**config.mk**
```make
export PLATFORM = sky130hd
export DESIGN_NAME = bus_arbiter_flat
export DESIGN_NICKNAME = d
export VERILOG_FILES = /design/src/rtl/arb_pkg.sv /design/src/rtl/bus_arbiter_if.sv /design/src/rtl/bus_arbiter_rr_pick.sv /design/src/rtl/bus_arbiter.sv /design/src/flat_wrapper.sv
export SDC_FILE = /design/constraint.sdc
export NUM_CORES = 1
export LEC_CHECK = 0
export BUFFER_PORTS_ARGS = -buffer_cell sky130_fd_sc_hd__buf_2
export CORE_AREA = 2 2 217 219
export CTS_BUF_LIST = sky130_fd_sc_hd__clkbuf_4
export DETAILED_ROUTE_END_ITERATION = 8
export DIE_AREA = 0 0 219 221
export PLACE_DENSITY_LB_ADDON = 0.05
export SYNTH_ARGS = -nofsm -noshare
export SYNTH_HDL_FRONTEND = slang
export SYNTH_SLANG_ARGS = --single-unit
export TNS_END_PERCENT = 50
```
**constraint.sdc**
```tcl
create_clock -name clk -period 1.82 [get_ports clk]
set_input_delay 0.182 -clock clk [delete_from_list [all_inputs] [get_ports clk]]
set_output_delay 0.182 -clock clk [all_outputs]
set_load 0.02 [all_outputs]
```
**src/rtl/arb_pkg.sv**
```systemverilog
// Shared types for the memory-bus arbiter: FSM states, index-width helper and
// the per-channel request record latched toward the downstream port.
package arb_pkg;

    typedef logic [63:0] u64_t;

    typedef enum logic {
        IDLE = 1'b0,
        BUSY = 1'b1
    } arb_state_t;

    localparam int MAX_AW = 64;
    localparam int MAX_DW = 64;
    localparam int MAX_SW = MAX_DW / 8;

    // Channel index width; a single channel still needs one bit.
    function automatic int idx_width(input int n);
        return (n > 1) ? $clog2(n) : 1;
    endfunction

    // Sized for the widest supported bus; narrower AW/DW use the low bits.
    typedef struct packed {
        u64_t              addr;
        logic [2:0]        size;
        logic [MAX_SW-1:0] strobe;
        u64_t              wdata;
    } arb_req_t;

endpackage

```
**src/rtl/bus_arbiter_if.sv**
```systemverilog
// Upstream request channels plus the single downstream memory port.
// slave = arbiter side, master = requesters/memory side.
interface bus_arbiter_if #(
    parameter int NCH = 2,
    parameter int AW  = 64,
    parameter int DW  = 64
);
    localparam int SW = DW / 8;

    logic [NCH-1:0]    s_valid;
    logic [NCH*AW-1:0] s_addr;
    logic [NCH*3-1:0]  s_size;
    logic [NCH*SW-1:0] s_strobe;
    logic [NCH*DW-1:0] s_wdata;
    logic [NCH-1:0]    s_data_ok;
    logic [DW-1:0]     s_rdata;

    logic              m_valid;
    logic [AW-1:0]     m_addr;
    logic [2:0]        m_size;
    logic [SW-1:0]     m_strobe;
    logic [DW-1:0]     m_wdata;
    logic              m_data_ok;
    logic [DW-1:0]     m_rdata;

    modport slave (
        input  s_valid, s_addr, s_size, s_strobe, s_wdata,
        output s_data_ok, s_rdata,
        output m_valid, m_addr, m_size, m_strobe, m_wdata,
        input  m_data_ok, m_rdata
    );

    modport master (
        output s_valid, s_addr, s_size, s_strobe, s_wdata,
        input  s_data_ok, s_rdata,
        input  m_valid, m_addr, m_size, m_strobe, m_wdata,
        output m_data_ok, m_rdata
    );

endinterface

```
**src/rtl/bus_arbiter_rr_pick.sv**
```systemverilog
// Combinational winner selection: rotate the request vector to start at ptr
// (round-robin) or at 0 (fixed priority) and take the first set bit.
module rr_pick
    import arb_pkg::*;
#(
    parameter int NCH  = 2,
    parameter int MODE = 0
) (
    input  logic [NCH-1:0]              req,
    input  logic [idx_width(NCH)-1:0]   ptr,
    output logic [idx_width(NCH)-1:0]   win,
    output logic                        any_valid
);

    localparam int IW = idx_width(NCH);
    localparam logic [IW:0] NCH_W = (IW+1)'(NCH);

    logic [IW:0] base;
    logic [IW:0] idx;

    // Walk offsets from the far end so the nearest requester overwrites last;
    // the wrap is at NCH, not at a power of two.
    always_comb begin
        any_valid = |req;
        win       = '0;
        base      = (MODE == 1) ? '0 : {1'b0, ptr};
        idx       = '0;
        for (int i = NCH - 1; i >= 0; i--) begin
            idx = base + (IW+1)'(i);
            if (idx >= NCH_W) begin
                idx = idx - NCH_W;
            end
            if (req[idx[IW-1:0]]) begin
                win = idx[IW-1:0];
            end
        end
    end

endmodule

```
**src/rtl/bus_arbiter.sv**
```systemverilog
// N-channel memory-bus arbiter: picks one requester, registers its request
// onto the downstream port and routes the completion back, with optional timeout.
module bus_arbiter
    import arb_pkg::*;
#(
    parameter int NCH     = 2,
    parameter int AW      = 64,
    parameter int DW      = 64,
    parameter int MODE    = 0,
    parameter int TIMEOUT = 0
) (
    input  logic                      clk,
    input  logic                      reset,
    bus_arbiter_if.slave              bus,
    output logic [idx_width(NCH)-1:0] grant_id,
    output logic                      busy,
    output logic                      err_timeout
);

    // state | meaning
    // IDLE  | no transaction; winner chosen and latched when any s_valid is high
    // BUSY  | downstream request held until m_data_ok or timeout

    localparam int IW = idx_width(NCH);
    localparam int SW = DW / 8;
    localparam int TW = (TIMEOUT > 0) ? $clog2(TIMEOUT + 1) : 1;

    arb_state_t      state_q, state_d;
    logic [IW-1:0]   rr_ptr_q, rr_ptr_d;
    logic [IW-1:0]   grant_q, grant_d;
    logic [TW-1:0]   tmo_cnt_q, tmo_cnt_d;
    arb_req_t        req_q, req_d;

    logic [IW-1:0]   win;
    logic            any_valid;
    logic            tmo_hit;
    logic [IW-1:0]   ptr_after;

    rr_pick #(
        .NCH  (NCH),
        .MODE (MODE)
    ) u_pick (
        .req       (bus.s_valid),
        .ptr       (rr_ptr_q),
        .win       (win),
        .any_valid (any_valid)
    );

    assign tmo_hit   = (TIMEOUT > 0) && (tmo_cnt_q == TW'(TIMEOUT - 1));
    assign ptr_after = (grant_q == IW'(NCH - 1)) ? '0 : grant_q + 1'b1;

    always_comb begin
        state_d       = state_q;
        rr_ptr_d      = rr_ptr_q;
        grant_d       = grant_q;
        tmo_cnt_d     = tmo_cnt_q;
        req_d         = req_q;
        bus.s_data_ok = '0;
        bus.s_rdata   = '0;
        err_timeout   = 1'b0;

        unique case (state_q)
            IDLE: begin
                if (any_valid) begin
                    grant_d   = win;
                    tmo_cnt_d = '0;
                    state_d   = BUSY;
                    for (int c = 0; c < NCH; c++) begin
                        if (win == IW'(c)) begin
                            req_d.addr   = u64_t'(bus.s_addr[c*AW +: AW]);
                            req_d.size   = bus.s_size[c*3 +: 3];
                            req_d.strobe = MAX_SW'(bus.s_strobe[c*SW +: SW]);
                            req_d.wdata  = u64_t'(bus.s_wdata[c*DW +: DW]);
                        end
                    end
                end
            end
            BUSY: begin
                if (bus.m_data_ok) begin
                    bus.s_data_ok[grant_q] = 1'b1;
                    bus.s_rdata            = bus.m_rdata;
                    state_d                = IDLE;
                    if (MODE == 0) rr_ptr_d = ptr_after;
                end else if (tmo_hit) begin
                    // Forced completion advances the pointer like a normal one
                    // so a stuck channel cannot monopolise the port.
                    bus.s_data_ok[grant_q] = 1'b1;
                    err_timeout            = 1'b1;
                    state_d                = IDLE;
                    if (MODE == 0) rr_ptr_d = ptr_after;
                end else if (TIMEOUT > 0) begin
                    tmo_cnt_d = tmo_cnt_q + 1'b1;
                end
            end
            default: state_d = IDLE;
        endcase
    end

    always_ff @(posedge clk) begin
        if (!reset) begin
            state_q   <= IDLE;
            rr_ptr_q  <= '0;
            grant_q   <= '0;
            tmo_cnt_q <= '0;
            req_q     <= '0;
        end else begin
            state_q   <= state_d;
            rr_ptr_q  <= rr_ptr_d;
            grant_q   <= grant_d;
            tmo_cnt_q <= tmo_cnt_d;
            req_q     <= req_d;
        end
    end

    assign bus.m_valid  = (state_q == BUSY);
    assign bus.m_addr   = req_q.addr[AW-1:0];
    assign bus.m_size   = req_q.size;
    assign bus.m_strobe = req_q.strobe[SW-1:0];
    assign bus.m_wdata  = req_q.wdata[DW-1:0];
    assign grant_id     = grant_q;
    assign busy         = (state_q == BUSY);

endmodule

```
**src/flat_wrapper.sv**
```systemverilog
// flat-port wrapper written by rule: the top's interface ports become plain ports
module bus_arbiter_flat import arb_pkg::*;
#(
    parameter int NCH     = 2,
    parameter int AW      = 64,
    parameter int DW      = 64,
    parameter int MODE    = 0,
    parameter int TIMEOUT = 0
)
  (clk, reset, grant_id, busy, err_timeout, bus_s_valid, bus_s_addr, bus_s_size, bus_s_strobe, bus_s_wdata, bus_s_data_ok, bus_s_rdata, bus_m_valid, bus_m_addr, bus_m_size, bus_m_strobe, bus_m_wdata, bus_m_data_ok, bus_m_rdata);
  bus_arbiter_if #(.NCH(NCH), .AW(AW), .DW(DW)) bus_i ();
  input  logic clk;
  input  logic reset;
  output logic [idx_width(NCH)-1:0] grant_id;
  output logic busy;
  output logic err_timeout;
  input wire logic [$bits(bus_i.s_valid)-1:0] bus_s_valid;
  input wire logic [$bits(bus_i.s_addr)-1:0] bus_s_addr;
  input wire logic [$bits(bus_i.s_size)-1:0] bus_s_size;
  input wire logic [$bits(bus_i.s_strobe)-1:0] bus_s_strobe;
  input wire logic [$bits(bus_i.s_wdata)-1:0] bus_s_wdata;
  output wire logic [$bits(bus_i.s_data_ok)-1:0] bus_s_data_ok;
  output wire logic [$bits(bus_i.s_rdata)-1:0] bus_s_rdata;
  output wire logic [$bits(bus_i.m_valid)-1:0] bus_m_valid;
  output wire logic [$bits(bus_i.m_addr)-1:0] bus_m_addr;
  output wire logic [$bits(bus_i.m_size)-1:0] bus_m_size;
  output wire logic [$bits(bus_i.m_strobe)-1:0] bus_m_strobe;
  output wire logic [$bits(bus_i.m_wdata)-1:0] bus_m_wdata;
  input wire logic [$bits(bus_i.m_data_ok)-1:0] bus_m_data_ok;
  input wire logic [$bits(bus_i.m_rdata)-1:0] bus_m_rdata;
  assign bus_i.s_valid = bus_s_valid;
  assign bus_i.s_addr = bus_s_addr;
  assign bus_i.s_size = bus_s_size;
  assign bus_i.s_strobe = bus_s_strobe;
  assign bus_i.s_wdata = bus_s_wdata;
  assign bus_s_data_ok = bus_i.s_data_ok;
  assign bus_s_rdata = bus_i.s_rdata;
  assign bus_m_valid = bus_i.m_valid;
  assign bus_m_addr = bus_i.m_addr;
  assign bus_m_size = bus_i.m_size;
  assign bus_m_strobe = bus_i.m_strobe;
  assign bus_m_wdata = bus_i.m_wdata;
  assign bus_i.m_data_ok = bus_m_data_ok;
  assign bus_i.m_rdata = bus_m_rdata;
  bus_arbiter #(.NCH(NCH), .AW(AW), .DW(DW), .MODE(MODE), .TIMEOUT(TIMEOUT)) u_core (.clk(clk), .reset(reset), .bus(bus_i), .grant_id(grant_id), .busy(busy), .err_timeout(err_timeout));
endmodule
```
==> results.rst, run 1 <==
.. list-table::
   :header-rows: 1

   * - Metric
     - Value
   * - Post-synthesis cell area
     - a little under 7000 um2
   * - Final-stage net count
     - 2,122
   * - Cell variety after synth
     - 23
   * - Path class of the lowest-slack min-delay path
     - input pin to flip-flop
   * - Violations in the final reports
     - setup timing
   * - Maximum ir drop on the vdd rail
     - roughly 0.00036 V
   * - Detail Route Antenna Nets
     - 0
   * - Wire length of the first global-routing pass
     - approximately 66,000 um
   * - Die height
     - roughly 220 um
   * - Fraction of final layout cells with drive strength greater than 1
     - 37.5%
   * - Total GRT Usage
     - between 15 and 20%
   * - Summed negative setup slack over all endpoints
     - -2980 ps
   * - Post-synthesis cell count
     - roughly 900
   * - Worst setup startpoint
     - u_core.bus.m_valid
   * - Data arrival time of the critical path
     - roughly 1700 ps
   * - Area of the core region
     - 46,100 um2
   * - Number of buffers inserted during clock tree synthesis
     - 17
   * - Cell chosen for the clock root
     - clkbuf_4
   * - Boundary Pins
     - between 500 and 600
   * - Most used cells in the layout excluding fill and tap cells
     - buf_2, dlygate4sd3_1, o21ai_0, dfxtp_1
   * - Final cell count without fillers
     - about 2,400
   * - Vias after detailed routing
     - roughly 11,000
   * - Number of port buffers
     - about 550
   * - DR pass1 iterations
     - 5
   * - Worst-case clock buffer depth
     - 2
   * - Average wire per standard cell
     - around 20 um
   * - Inst Count DP
     - 1,966
   * - Syn nets
     - about 1,200
   * - Fraction of synthesized cell area taken by the top area cell type
     - 41.3%
   * - Horizontal die dimension
     - 219 um
   * - Later-pin clock latency in the skew report
     - between 700 and 800 ps
   * - Clock Pin Slew Worst Setup and Hold Paths
     - around 150 ps
   * - Top cell type by total area after synthesis
     - dfxtp_1
   * - Capturing point of the worst reg2reg path
     - u_core.bus.m_wdata[56]
   * - Element type at the critical path start
     - flip-flop
   * - Required arrival time at the worst endpoint
     - between 1500 and 2000 ps
   * - Critical path destination
     - bus_s_rdata[4]
   * - Growth of design area from synthesis to finish
     - 125%
   * - Starting Density
     - 15.0%
   * - Smallest setup slack after layout
     - -75.6 ps
   * - Max H-tree Level
     - 4
   * - Max Fclk
     - ~530 MHz
   * - Fin. Hold Viols
     - 0
   * - Crit path max fanout
     - 5
   * - LEAKAGE
     - a little under 7 nW
   * - Antenna violations before repair
     - 4
   * - Count of maximum capacitance violations
     - 0
   * - Final Skew
     - between 20 and 25 ps
   * - Number of storage elements in the synthesis netlist
     - ~140
   * - Largest net degree at the start of global routing
     - 87
   * - Fraction of the core area covered by cells at the end of the flow
     - roughly a third
   * - Die Outline Area
     - slightly below 50,000 um2
   * - Detailed Place HPWL
     - 29,800 um
   * - Leading cell types by total area after synthesis
     - dfxtp_1, o21ai_0, a31oi_1
   * - Number of remaining DRC errors
     - 0
   * - Routability congestion estimate
     - around 0.80
   * - Result of the run
     - finished with violations
   * - Worst setup EP type
     - primary output
   * - Sequential-to-total area share from yosys stat
     - around 41%
   * - Minimum setup slack among reg-to-reg paths
     - -20 ps
   * - Syn Area/Cell
     - roughly 7.7 um2
   * - Unrepaired setup endpoints after global routing
     - yes
   * - Kind of critical path
     - flip-flop to primary output
   * - Worst hold slack after final layout
     - between 200 and 300 ps
   * - Fill cell instance count of the final layout
     - 5,021
   * - Wire length reported by the detailed router
     - approximately 47,000 um
   * - Power after layout
     - 10.1 mW
   * - Leading cell type in the layout, fill and taps excluded
     - buf_2
   * - Yosys warning total
     - 0
   * - TritonCTS Sinks
     - roughly 140
   * - Number of cells on the worst reg-to-reg path
     - 6
   * - Number of global-route vias before repair
     - 10,700
   * - Overflow left after global routing
     - 0
   * - Setup Viol. Count Final
     - 51
   * - Final period util
     - 104%
   * - Final Critical Period
     - 1900 ps
   * - Power per cell area
     - roughly 650 nW/um2
   * - Number of rows in the core area
     - 79
   * - Ratio of routed vias to standard cells
     - roughly 4.4
   * - Fin. max-slew vios
     - 0
   * - Worst R2R Start
     - u_core.rr_ptr_q
   * - Count of routing violations after the opening detailed-route iteration
     - roughly 500
   * - Clock tree from TritonCTS
     - built
==> cells in the mapped netlist (all sizes together) <==
| master | n |
|---|---|
| buf | 46 |
| inv | 2 |
| nand3 | 139 |
| a21oi | 1 |
| nor3b | 1 |
| nand2 | 1 |
| dfxtp | 142 |
| and3 | 64 |
| o21ba | 1 |
| conb | 1 |
| clkbuf | 77 |
| and2 | 1 |
| and2b | 1 |
| o311a | 1 |
| nor2 | 2 |
| a31oi | 139 |
| o21ai | 278 |
| o32ai | 1 |
| nand2b | 1 |
==> metal layers <==
layer / track usage (%) / wire length [um]
met4: 6.30 / 1110
met1: 20.1 / 19000
met2: 32.6 / 23900
met3: 5.51 / 3160
met5: 0 / 0
==> flip-flops by register name, indices dropped and copies added, names as in the netlist <==
name	flops
u_core.bus.m_addr	64
u_core.bus.m_wdata	64
u_core.bus.m_strobe	8
u_core.bus.m_size	3
u_core.bus.m_valid	1
u_core.grant_id	1
u_core.rr_ptr_q	1
==> through the flow <==
| stage | area (um2) | setup slack (ps) |
|---|---|---|
| finish | 15500 | -75.6 |
| detailed placement | 10300 | 421 |
| floorplan | 6890 | 370 |
| global route | 15500 | -243 |
| global placement | 10300 | 448 |
| CTS | 15000 | -232 |
==> where the power goes <==
part | total (mW) | internal, mW | switching (mW)
Combinational | 3.58 | 1.71 | 1.88
Sequential | 3.58 | 3.43 | 0.158
Clock | 2.95 | 1.52 | 1.43
Total | 10.1 | 6.65 | 3.47
==> worst min path at each step <==
| stage | depth (start not counted) | endpoint | startpoint |
|---|---|---|---|
| final | 4 | u_core.bus.m_addr[56] | bus_s_addr[56] |
| after floorplan | 1 | u_core.bus.m_valid | bus_s_valid[0] |
| after CTS | 4 | u_core.bus.m_addr[55] | bus_s_addr[55] |
| after global routing | 4 | u_core.bus.m_wdata[5] | bus_s_wdata[5] |
| after detailed placement | 3 | u_core.bus.m_addr[23] | bus_s_addr[23] |
| after global placement | 3 | u_core.bus.m_addr[56] | bus_s_addr[56] |
==> critical path, stage by stage (launching register included) <==
cell and delay [ps]:
dfxtp_4 420, buf_12 150, clkbuf_16 150, and3_1 160
buf_6 120
==> area by class of cell <==
class | count | area [um2] | share of cell area, %
antenna | 2 | 5.00 | 0.0323
clock buffer | 19 | 143 | 0.920
clock inverter | 13 | 243 | 1.57
inverter | 2 | 10.0 | 0.0645
multi-input combinational | 632 | 3610 | 23.3
sequential | 142 | 2850 | 18.4
tap | 607 | 759 | 4.90
timing repair buffer | 980 | 7890 | 50.9
==> kinds of logic after synthesis <==
kind of cell,share of synthesized area (%)
AOI/OAI and AO/OA,33.3
buffers and inverters,8.88
DFF,41.3
other,0.0544
and+or+nand+nor,16.5
==> timing repair <==
item                       in CTS  in global routing
buffers inserted                2                  6
setup endpoints to repair      68                147
hold endpoints to repair      142                  0
resized for setup             128                 69
pin swaps                       0                  4
cloned                          5                  8
hold buffers                  380                  0
(Power assumes the default switching activity.)
==> run 2, diff against run 1 <==
--- a/config.mk
+++ b/config.mk
@@ -10,7 +10,7 @@
 export CTS_BUF_LIST = sky130_fd_sc_hd__clkbuf_4
 export DETAILED_ROUTE_END_ITERATION = 8
 export DIE_AREA = 0 0 219 221
-export PLACE_DENSITY_LB_ADDON = 0.05
+export PLACE_DENSITY = 0.37
 export SYNTH_ARGS = -nofsm -noshare
 export SYNTH_HDL_FRONTEND = slang
 export SYNTH_SLANG_ARGS = --single-unit
==> results.rst, run 2 (synthesized netlist as in run 1, its figures left out) <==
.. list-table::
   :header-rows: 1

   * - Metric
     - Value
   * - Element type at the critical path start
     - flip-flop
   * - Most used cells in the layout excluding fill and tap cells
     - buf_2, dlygate4sd3_1, o21ai_0, dfxtp_1
   * - Total area of multi-input combinational cells
     - 3580 um2 (-1.0%)
   * - Kind of critical path
     - flip-flop to primary output
   * - Number of cells on the worst reg-to-reg path
     - 5 (-1)
   * - Starting Density
     - 15.0% (unchanged)
   * - Number of buffers inserted during clock tree synthesis
     - 17 (unchanged)
   * - Wire length reported by the detailed router
     - 41,100 um (-13%)
   * - Average wire per standard cell
     - 17.9 um (-9.2%)
   * - Minimum setup slack among reg-to-reg paths
     - 210 ps (+230 ps)
   * - Final period util
     - 101% (-3.2 points)
   * - LEAKAGE
     - 6.37 nW (-6.3%)
   * - Endpoint with the worst hold slack
     - u_core.bus.m_wdata[24]
   * - Buffers and inverters on the worst path
     - 3 (unchanged)
   * - Power after layout
     - 8.98 mW (-11%)
   * - Number of port buffers
     - 554 (unchanged)
   * - Register Area
     - 2850 um2 (about the same)
   * - Cell class contributing the biggest share of worst-path delay
     - flip-flops
   * - Vias after detailed routing
     - 10,300 (-3.8%)
   * - Area of the core region
     - 46,100 um2 (unchanged)
   * - Chain of cells forming the critical path
     - buf_12 > buf_16 > and3_4 > buf_6
   * - Detailed Place HPWL
     - 27,900 um (-6.4%)
   * - Worst R2R Start
     - u_core.rr_ptr_q
   * - Max H-tree Level
     - 4 (unchanged)
   * - Antenna violations before repair
     - 5 (+1)
   * - Number of global-route vias before repair
     - 10,400 (-3.4%)
   * - Power per cell area
     - 634 nW/um2 (-2.9%)
   * - Leading cell type in the layout, fill and taps excluded
     - buf_2
   * - Number of rows in the core area
     - 79 (unchanged)
   * - Cell chosen for the clock root
     - clkbuf_4
   * - Hold path startpoint
     - bus_s_wdata[24]
   * - DR pass1 iterations
     - 5 (unchanged)
   * - Boundary Pins
     - 556 (unchanged)
   * - Final Critical Period
     - 1840 ps (-57.7 ps)
   * - Later-pin clock latency in the skew report
     - 690 ps (-30 ps)
   * - Detail Route Antenna Nets
     - 0 (unchanged)
   * - Final cell count without fillers
     - 2,298 (-4.1%)
   * - Die Outline Area
     - 48,400 um2 (unchanged)
   * - Unrepaired setup endpoints after global routing
     - yes
   * - TritonCTS Sinks
     - 142 (unchanged)
   * - Worst-case clock buffer depth
     - 2 (unchanged)
   * - Inst Count DP
     - 1,976 (+0.51%)
   * - Clock Pin Slew Worst Setup and Hold Paths
     - 130 ps (-20 ps)
   * - Worst Hold Path Cells
     - 4 (unchanged)
   * - Fraction of final layout cells with drive strength greater than 1
     - 39.0% (+1.5 points)
   * - Path class of the lowest-slack min-delay path
     - input pin to flip-flop
   * - Fin. max-slew vios
     - 0 (unchanged)
   * - Violations in the final reports
     - setup timing
   * - Count of routing violations after the opening detailed-route iteration
     - 578 (+15%)
   * - Smallest setup slack after layout
     - -18.0 ps (+57.7 ps)
   * - Routability congestion estimate
     - 0.796 (about the same)
   * - Ratio of routed vias to standard cells
     - 4.47 (+0.40%)
   * - Stage delay of the slowest cell on the critical path
     - 420 ps (about the same)
   * - Die height
     - 221 um (unchanged)
   * - Wire length of the first global-routing pass
     - 60,200 um (-9.0%)
   * - Worst setup EP type
     - primary output
   * - Final Skew
     - 23.3 ps (-0.121 ps)
   * - Clock tree from TritonCTS
     - built
   * - Worst-case setup slack after placement
     - 285 ps (-136 ps)
   * - Count of maximum capacitance violations
     - 0 (unchanged)
   * - Number of remaining DRC errors
     - 0 (unchanged)
   * - Final-stage net count
     - 2,028 (-4.4%)
   * - Max Fclk
     - 544 MHz (+3.1%)
   * - Fill cell instance count of the final layout
     - 4,896 (-2.5%)
   * - Setup Viol. Count Final
     - 27 (-47%)
   * - Total GRT Usage
     - 16.3% (-1.9 points)
   * - Actual transition at the worst max-transition pin
     - approximately 570 ps
   * - Growth of design area from synthesis to finish
     - 106%
   * - Maximum ir drop on the vdd rail
     - 0.000339 V (-5.0%)
   * - Cell type of the slowest stage on the worst timing path
     - dfxtp_4
   * - Largest net degree at the start of global routing
     - 103 (+18%)
   * - Data arrival time of the critical path
     - 1660 ps (-50 ps)
   * - Result of the run
     - finished with violations
   * - Capturing point of the worst reg2reg path
     - u_core.bus.m_addr[42]
   * - Crit path max fanout
     - 18 (+13)
   * - Worst slew slack as a fraction of its limit
     - between 60% and 70%
   * - Overflow left after global routing
     - 0 (unchanged)
   * - Fin. Hold Viols
     - 0 (unchanged)
   * - Required arrival time at the worst endpoint
     - 1640 ps (about the same)
   * - Horizontal die dimension
     - 219 um (unchanged)
==> run 2: metrics by stage <==
stage | cell area, um2 | hold slack (ps) | TNS (ps) | util (%)
global placement | 10300 | 459 | 0 | 22.5
CTS | 14100 | 136 | -9350 | 30.5
global route | 14200 | 200 | -8780 | 30.8
finish | 14200 | 303 | -182 | 30.8
floorplan | 6890 | 327 | 0 | -
detailed placement | 10300 | 469 | 0 | 22.5
==> run 2: how the worst max path moves through the flow <==
stage | start | endpoint | cells past startpoint
3_5_place_dp | bus_s_valid[0] | u_core.bus.m_addr[50] | 6
3_3_place_gp | bus_s_valid[0] | u_core.bus.m_addr[50] | 6
5_1_grt | u_core.bus.m_valid | bus_s_rdata[11] | 4
4_1_cts | u_core.bus.m_valid | bus_s_rdata[52] | 4
2_1_floorplan | u_core.bus.m_valid | bus_s_rdata[19] | 3
6_report | u_core.bus.m_valid | bus_s_rdata[9] | 4
==> run 2: power by group <==
group / internal (mW) / switching, mW
clock network: 0.822 / 1.31
registers: 3.42 / 0.162
logic: 1.51 / 1.75
total: 5.76 / 3.22
==> run 2: routing by layer <==
| metal | track usage (%) | wire length (um) | up-vias |
|---|---|---|---|
| li1 | - | - | 4941 |
| met1 | 17.8 | 16100 | 4762 |
| met5 | 0 | 0 | - |
| met3 | 4.99 | 2970 | 79 |
| met4 | 7.28 | 1570 | 0 |
| met2 | 28.7 | 20400 | 482 |
==> run 2: cell type report <==
class,count,area share [%]
Multi-Input combinational cell,632,25.2
Timing Repair Buffer,886,47.5
Clock buffer,20,1.06
Tap cell,607,5.36
Antenna cell,1,0.0177
Inverter,2,0.0706
Clock inverter,8,0.671
Sequential cell,142,20.1
==> run 2: repair_timing <==
item,CTS,global route
gates cloned,4,1
setup endpoints to repair,68,68
hold buffers,283,0
gates resized for setup,148,19
setup buffers,4,1
hold endpoints to repair,141,0
pin swaps,1,1
==> run 2: tightest hold or removal path, stage by stage <==
cell and delay (ps):
dlygate4sd3_1 530, buf_2 110, o21ai_0 60, a31oi_1 70
